<file path="src/rtl/sum_accum_if.sv">
// sum_accum_if: handshake bundle between the adder-sum source, the frame accumulator
// and the frame-total sink.
//   iEn    - input-side enable (source -> block)
//   iClr   - synchronous clear (source -> block)
//   iValid - iData carries a sum (source -> block)
//   iData  - unsigned IBITWIDTH-bit sum (source -> block)
//   oReady - block accepts iData this cycle (block -> source)
//   oValid - oData holds a completed frame total (block -> sink)
//   oData  - unsigned OBITWIDTH-bit frame total (block -> sink)
//   iReady - sink takes oData this cycle (sink -> block)
// Modport slave is the accumulator side, master is the environment side.
interface sum_accum_if #(
  parameter int unsigned IBITWIDTH = 33,
  parameter int unsigned ACCLEN    = 4
);
  localparam int unsigned OBITWIDTH = IBITWIDTH + $clog2(ACCLEN);

  logic                 iEn;
  logic                 iClr;
  logic                 iValid;
  logic [IBITWIDTH-1:0] iData;
  logic                 oReady;
  logic                 oValid;
  logic [OBITWIDTH-1:0] oData;
  logic                 iReady;

  modport slave (
    input  iEn, iClr, iValid, iData, iReady,
    output oReady, oValid, oData
  );

  modport master (
    output iEn, iClr, iValid, iData, iReady,
    input  oReady, oValid, oData
  );
endinterface

</file>
<file path="src/rtl/sum_accum.sv">
// sum_accum: accumulates ACCLEN consecutive accepted adder sums into one frame total and
// presents it through a one-entry output register with a valid/ready handshake. The next
// frame keeps accumulating while the previous total waits for the sink.
// Ports:
//   iClk  - clock, rising edge
//   iRstN - asynchronous active-low reset
//   bus   - sum_accum_if.slave: iEn/iClr/iValid/iData/oReady on the input side,
//           oValid/oData/iReady on the output side
// ACCLEN must be >= 2.
module sum_accum #(
  parameter int unsigned IBITWIDTH = 33,
  parameter int unsigned ACCLEN    = 4
) (
  input logic         iClk,
  input logic         iRstN,
  sum_accum_if.slave  bus
);
  localparam int unsigned OBITWIDTH = IBITWIDTH + $clog2(ACCLEN);
  localparam int unsigned CntW      = $clog2(ACCLEN);
  localparam logic [CntW-1:0] LastCnt = CntW'(ACCLEN - 1);

  logic [OBITWIDTH-1:0] r_acc, w_acc_d;
  logic [OBITWIDTH-1:0] r_data, w_data_d;
  logic [CntW-1:0]      r_cnt, w_cnt_d;
  logic                 r_valid, w_valid_d;
  logic [OBITWIDTH-1:0] w_sum;
  logic                 w_last, w_stall, w_ready, w_accept;

  assign w_last = (r_cnt == LastCnt);
  // Only the frame-completing sample must wait for the output register to be free;
  // iReady frees it in the same cycle, hence the combinational iReady->oReady path.
  assign w_stall  = w_last & r_valid & ~bus.iReady;
  assign w_ready  = bus.iEn & ~bus.iClr & ~w_stall;
  assign w_accept = bus.iValid & w_ready;
  assign w_sum    = r_acc + OBITWIDTH'(bus.iData);

  always_comb begin
    w_acc_d   = r_acc;
    w_cnt_d   = r_cnt;
    w_data_d  = r_data;
    w_valid_d = r_valid;
    if (bus.iClr) begin
      w_acc_d   = '0;
      w_cnt_d   = '0;
      w_data_d  = '0;
      w_valid_d = 1'b0;
    end else begin
      // Drain first; a completing frame below overrides it so there is no bubble.
      if (r_valid && bus.iReady) begin
        w_valid_d = 1'b0;
      end
      if (w_accept) begin
        if (w_last) begin
          w_data_d  = w_sum;
          w_valid_d = 1'b1;
          w_acc_d   = '0;
          w_cnt_d   = '0;
        end else begin
          w_acc_d = w_sum;
          w_cnt_d = r_cnt + 1'b1;
        end
      end
    end
  end

  always_ff @(posedge iClk or negedge iRstN) begin
    if (!iRstN) begin
      r_acc   <= '0;
      r_cnt   <= '0;
      r_data  <= '0;
      r_valid <= 1'b0;
    end else begin
      r_acc   <= w_acc_d;
      r_cnt   <= w_cnt_d;
      r_data  <= w_data_d;
      r_valid <= w_valid_d;
    end
  end

  assign bus.oReady = w_ready;
  assign bus.oValid = r_valid;
  assign bus.oData  = r_data;
endmodule

</file>
<file path="src/flat_wrapper.sv">
// flat-port wrapper written by rule: the top's interface ports become plain ports
module sum_accum_flat 
#(
  parameter int unsigned IBITWIDTH = 33,
  parameter int unsigned ACCLEN    = 4
)
  (iClk, iRstN, bus_iEn, bus_iClr, bus_iValid, bus_iData, bus_iReady, bus_oReady, bus_oValid, bus_oData);
  sum_accum_if #(.IBITWIDTH(IBITWIDTH), .ACCLEN(ACCLEN)) bus_i ();
  input logic iClk;
  input logic iRstN;
  input wire logic [$bits(bus_i.iEn)-1:0] bus_iEn;
  input wire logic [$bits(bus_i.iClr)-1:0] bus_iClr;
  input wire logic [$bits(bus_i.iValid)-1:0] bus_iValid;
  input wire logic [$bits(bus_i.iData)-1:0] bus_iData;
  input wire logic [$bits(bus_i.iReady)-1:0] bus_iReady;
  output wire logic [$bits(bus_i.oReady)-1:0] bus_oReady;
  output wire logic [$bits(bus_i.oValid)-1:0] bus_oValid;
  output wire logic [$bits(bus_i.oData)-1:0] bus_oData;
  assign bus_i.iEn = bus_iEn;
  assign bus_i.iClr = bus_iClr;
  assign bus_i.iValid = bus_iValid;
  assign bus_i.iData = bus_iData;
  assign bus_i.iReady = bus_iReady;
  assign bus_oReady = bus_i.oReady;
  assign bus_oValid = bus_i.oValid;
  assign bus_oData = bus_i.oData;
  sum_accum #(.IBITWIDTH(IBITWIDTH), .ACCLEN(ACCLEN)) u_core (.iClk(iClk), .iRstN(iRstN), .bus(bus_i));
endmodule
</file>
<file path="config.mk">
export PLATFORM = sky130hd
export DESIGN_NAME = sum_accum_flat
export DESIGN_NICKNAME = d
export VERILOG_FILES = /design/src/rtl/sum_accum_if.sv /design/src/rtl/sum_accum.sv /design/src/flat_wrapper.sv
export SDC_FILE = /design/constraint.sdc
export NUM_CORES = 1
export LEC_CHECK = 0
export BUFFER_PORTS_ARGS = -buffer_cell sky130_fd_sc_hd__buf_2
export CAP_MARGIN = 25
export CORE_MARGIN = 2
export CORE_UTILIZATION = 40
export CTS_BUF_LIST = sky130_fd_sc_hd__clkbuf_2
export DETAILED_ROUTE_END_ITERATION = 16
export HOLD_SLACK_MARGIN = 0.03
export SLEW_MARGIN = 20
export SYNTH_ARGS = -nofsm -noshare
export SYNTH_HDL_FRONTEND = slang
export SYNTH_SLANG_ARGS = --single-unit
</file>
<file path="constraint.sdc">
create_clock -name iClk -period 4.7 [get_ports iClk]
set_input_delay 0.705 -clock iClk [delete_from_list [all_inputs] [get_ports iClk]]
set_output_delay 0.705 -clock iClk [all_outputs]
set_load 0.05 [all_outputs]
</file>
## Word-level counts from Yosys, hierarchy flattened

Index checks and enable logic that the tools add are counted.

- Output and inout port bits: 37
- Bits in writable memories: 0
- Memories kept: 0
- ROM bits: 0
- Bits in registers: 73
- Bits of input ports: 39
- Word-level logic and storage cells: 32
- Latch bits: 0

- Div/mod/pow operators: 0
- Equal/unequal tests: 1
- Bitwise operators: 8
- Order comparisons: 0
- $mul: 0
- Reduce and logical (&&, ||, !) cells: 4
- Shift operators: 0
- Add/sub/neg operators: 2
- Multiplexer cells: 13

Operators by type and width:

| operator | count |
|---|---|
| $mux W35 | 6 |
| $add A35 B33 Y35 | 1 |
| $mux W2 | 3 |
| $and A1 B1 Y1 | 5 |
| $mux W1 | 4 |
| $reduce_bool A2 Y1 | 2 |
| $not A1 Y1 | 3 |
| $add A2 B1 Y2 const B | 1 |
| $eq A2 B2 Y1 const B | 1 |
| $reduce_and A2 Y1 | 1 |
| $logic_and A1 B1 Y1 | 1 |

## Logic depth before layout (Yosys ltp)

- Depth in word-level cells: 8
- Gate-level depth with buffers: 10
- Depth with buffers taken out: 10

## Worst setup path before layout

No wires, ideal clock.

- Path kind: input to register
- Start point: input bus_iData[0]
- End point: register u_core.r_data[32], in the netlist u_core.bus.oData[32]
- Buffers on the path: 0
- Slack: 1.869 ns
- Cell stages on the path: 10
- Data arrival time: 2.712 ns
- Setup time: 0.119 ns
- Required time: 4.581 ns
- Cell sequence: ha_1 > fa_1 > a211oi_1 > o211ai_1 > a21boi_1 > o21ai_1 > a21oi_1 > o21ai_1 > xor2_1 > a21bo_2

- Longest elaborated chain between the ends: 4

RTL lines:

| item | line | source |
|---|---|---|
| start: declaration | flat_wrapper.sv:14 | `input wire logic [$bits(bus_i.iData)-1:0] bus_iData;` |
| $add A35 B33 Y35 | sum_accum.sv:35 | `assign w_sum = r_acc + OBITWIDTH'(bus.iData);` |
| $mux W35 | sum_accum.sv:53 | `if (w_last) begin` |
| $mux W35 | sum_accum.sv:52 | `if (w_accept) begin` |
| $mux W35 | sum_accum.sv:42 | `if (bus.iClr) begin` |
| end signal: assignment | sum_accum.sv:75 | `r_data <= w_data_d;` |
| end: declaration | sum_accum.sv:23 | `logic [OBITWIDTH-1:0] r_data, w_data_d;` |

No other way between the ends. The select of a mux whose other input is x is not followed.
A chain may end at the register's enable or synchronous reset.

## Final worst setup path

- Start point: register u_core.r_acc[0]
- End point: register u_core.r_acc[30]

- Longest elaborated chain between the ends: 4

RTL lines:

| item | line | source |
|---|---|---|
| start: declaration | sum_accum.sv:22 | `logic [OBITWIDTH-1:0] r_acc, w_acc_d;` |
| start signal: assignment | sum_accum.sv:73 | `r_acc <= w_acc_d;` |
| $add A35 B33 Y35 | sum_accum.sv:35 |  |
| $mux W35 | sum_accum.sv:53 |  |
| $mux W35 | sum_accum.sv:52 |  |
| $mux W35 | sum_accum.sv:42 |  |

No other way between the ends. The select of a mux whose other input is x is not followed.

==> results.txt <==
Post-route DRC - 0
FF-to-FF path depth - 10
Worst path bufs/invs - 0
Primary FF master, synth - dfrtp_1
Initial antenna violation count - 0
First-pass GRT wire length - 22000 µm
Row cnt - 40
CP cell instances - ha_1 > fa_1 > a211oi_1 > o211ai_1 > nand3_1 > nand2_1 > a21boi_1 > o31ai_1 > xor2_1 > a22o_1
Register bit count reported by yosys - 73
Starting Density - 0.407
HP Class - in -> reg
Largest net degree at the start of global routing - 74
Worst path slowest cell - fa_1
Post-DR vias/cell - 5.74
CP max stage delay - 0.44 ns
TNS Setup - 0 ns
Cell depth of the worst hold path - 3
Pleak - 2.85 nW
Gr usage total - 0.217
DR WL/cell - 17.5 µm
Final clock skew - 0.0271 ns
CP startpoint - u_core.r_acc[0]$_DFFE_PN0P_
# diodes - 0
First drt pass iteration count - 5
Cells after synthesis - 545
Share of cells above drive strength 1 - 0.180
Layout Nets - 686
Crit end category - flop
Final setup violation count - 0
CTS root buf - clkbuf_2
Placer congestion estimate - 0.910
Worst hold margin - 0.440 ns
Number of port buffers - 75
Post-route clock period utilization - 0.615
Initial DRC Count - 244
Hold Vio Cnt, Final - 0
Hold Startpoint - bus_iReady
Core area - 0.0119 mm²
Die Span Y - 114 µm
Post-DRT Antenna Nets - 0
Number of gates resized after cts - 0
Count leader, synth - dfrtp_1
H-Tree Depth - 3
Syn Area/Cell - 8.89 µm²
Clock latency on the worst-skew pair - 0.58 ns
Netlist cell types - 54
RSZ-0062 raised after global routing - false
Final worst slack - 1.81 ns
Die width - 114 µm
PD cells - 249 mW/mm²
Cell taking the most area after synthesis - dfrtp_1
Post-DP HPWL - 9830 µm
Final Max Tran Viols - 0
Post-Syn Area - 0.00485 mm²
Critical path class - reg -> reg
Status - complete, no violations
Die area - 0.0130 mm²
Most instantiated cells after synthesis - dfrtp_1 (73), nand2_1 (68), a21oi_1 (48)
Share of the synthesized area in the top cell type - 0.377
CP Depth - 10
Post-synth EDFFs - 0
Relative slew slack - 0.442
CTS tree - built
Top Ports - 76
Worst-Margin Slew - 0.836 ns
Yosys warns - 0
Highest clock rate - 346 MHz
Number of max-cap violations - 0
DRT Wirelength - 13300 µm
Sequential cell area fraction in the yosys report - 0.377
Reg2reg start - u_core.r_acc[0]$_DFFE_PN0P_
Total power - 1.36 mW
Hold-fix buffers, CTS - 0
Area Overhead vs Synth - 12.6%
Worst Setup Start Kind - flop
Syn_nets - 619
Longest Clk Path Bufs - 2
Worst Path Required - 5.17 ns
Global route overflow - 0
Number of setup buffers added after CTS - 0
Clock transition at the registers of the reported paths - 0.18 ns
Worst vdd ir - 0.000122 V
Vias - 4376
Worst path top cell family by delay - compound AO/OA/AOI/OAI gates
Crit-path max FO - 3
DP Worst Slack - 1.42 ns
Clock Sinks - 73
Number of global-route vias before repair - 4350
Fin crit period - 2.89 ns
Post-layout util - 0.458
CTS Buf Count - 9
Ys async rst share - 1.00
Critical path data arrival time - 3.36 ns
Top post-synthesis cells by area - dfrtp_1 (38%), ha_1 (8.8%), nand2_1 (5.3%)
[routing by layer]
layer	global-route usage	wire length, µm
met5	0	0
met3	0.0455	660
met4	0.0748	208
met2	0.335	6000
met1	0.304	6450
[cell type report]
cell class	instances	area [µm²]
fillers	1199	6450
inverters	14	52.6
well taps	147	184
clock buffers	14	70.1
multi-input cells	432	2870
flip-flops and latches	73	1830
repair buffers	82	445
clock inverters	1	3.75
[cell usage in the layout, fill, tap and decap left out, types with 8 or more instances in the layout]
cell type	instances
a22o_1	25
a211oi_1	8
a21o_1	22
nand4_1	9
a21oi_1	48
dfrtp_1	73
nand3_1	25
o21a_1	8
o21ai_0	26
ha_1	34
nor2_1	28
clkbuf_2	14
buf_2	74
nand2_1	68
inv_1	14
and3_1	16
xnor2_1	21
xor2_1	9
[final timing paths]
kind | slack, ns | to
setup / recovery | 1.81 | u_core.r_acc[30]$_DFFE_PN0P_
max in group asynchronous | 3.53 | u_core.r_acc[31]$_DFFE_PN0P_
setup reg to reg | 1.81 | u_core.r_acc[30]$_DFFE_PN0P_
hold / removal | 0.44 | u_core.bus.oValid$_DFF_PN0_
hold reg to reg | 0.51 | u_core.r_cnt[0]$_DFFE_PN0P_
min in group asynchronous | 0.58 | u_core.bus.oData[15]$_DFFE_PN0P_
[worst reg2reg max path: stages (launching register included)]
cell	delay (ns)
dfrtp_1	0.42
ha_1	0.21
fa_1	0.44
a211oi_1	0.30
o211ai_1	0.20
nand3_1	0.15
nand2_1	0.11
a21boi_1	0.42
o31ai_1	0.16
xor2_1	0.18
a22o_1	0.21
[per-stage QoR]
stage          instance area, µm²  cells
2_1_floorplan                4850    545
3_3_place_gp                 5350    746
3_5_place_dp                 5350    746
4_1_cts                      5430    761
5_1_grt                      5460    763
6_report                     5460    763
[cell families after synthesis]
logic type	Yosys count	synth area share
AO/OA/AOI/OAI	193	0.276
adder cells (fa/ha/maj)	35	0.0919
buffers and inverters	40	0.0318
AND/OR/NAND/NOR	173	0.167
multiplexers	1	0.00207
flip-flops	73	0.377
XOR/XNOR	30	0.0542
[sequential cells by signal, indices dropped and copies added, names as in the netlist]
signal             flops
u_core.r_acc          35
u_core.bus.oData      35
u_core.r_cnt           2
u_core.bus.oValid      1
[power breakdown]
group,leakage (nW),internal (mW),switching [mW]
logic,1.78,0.151,0.249
registers,1.01,0.650,0.0143
clock network,0.0597,0.0767,0.217
total,2.85,0.878,0.481
(Power assumes the default switching activity.)
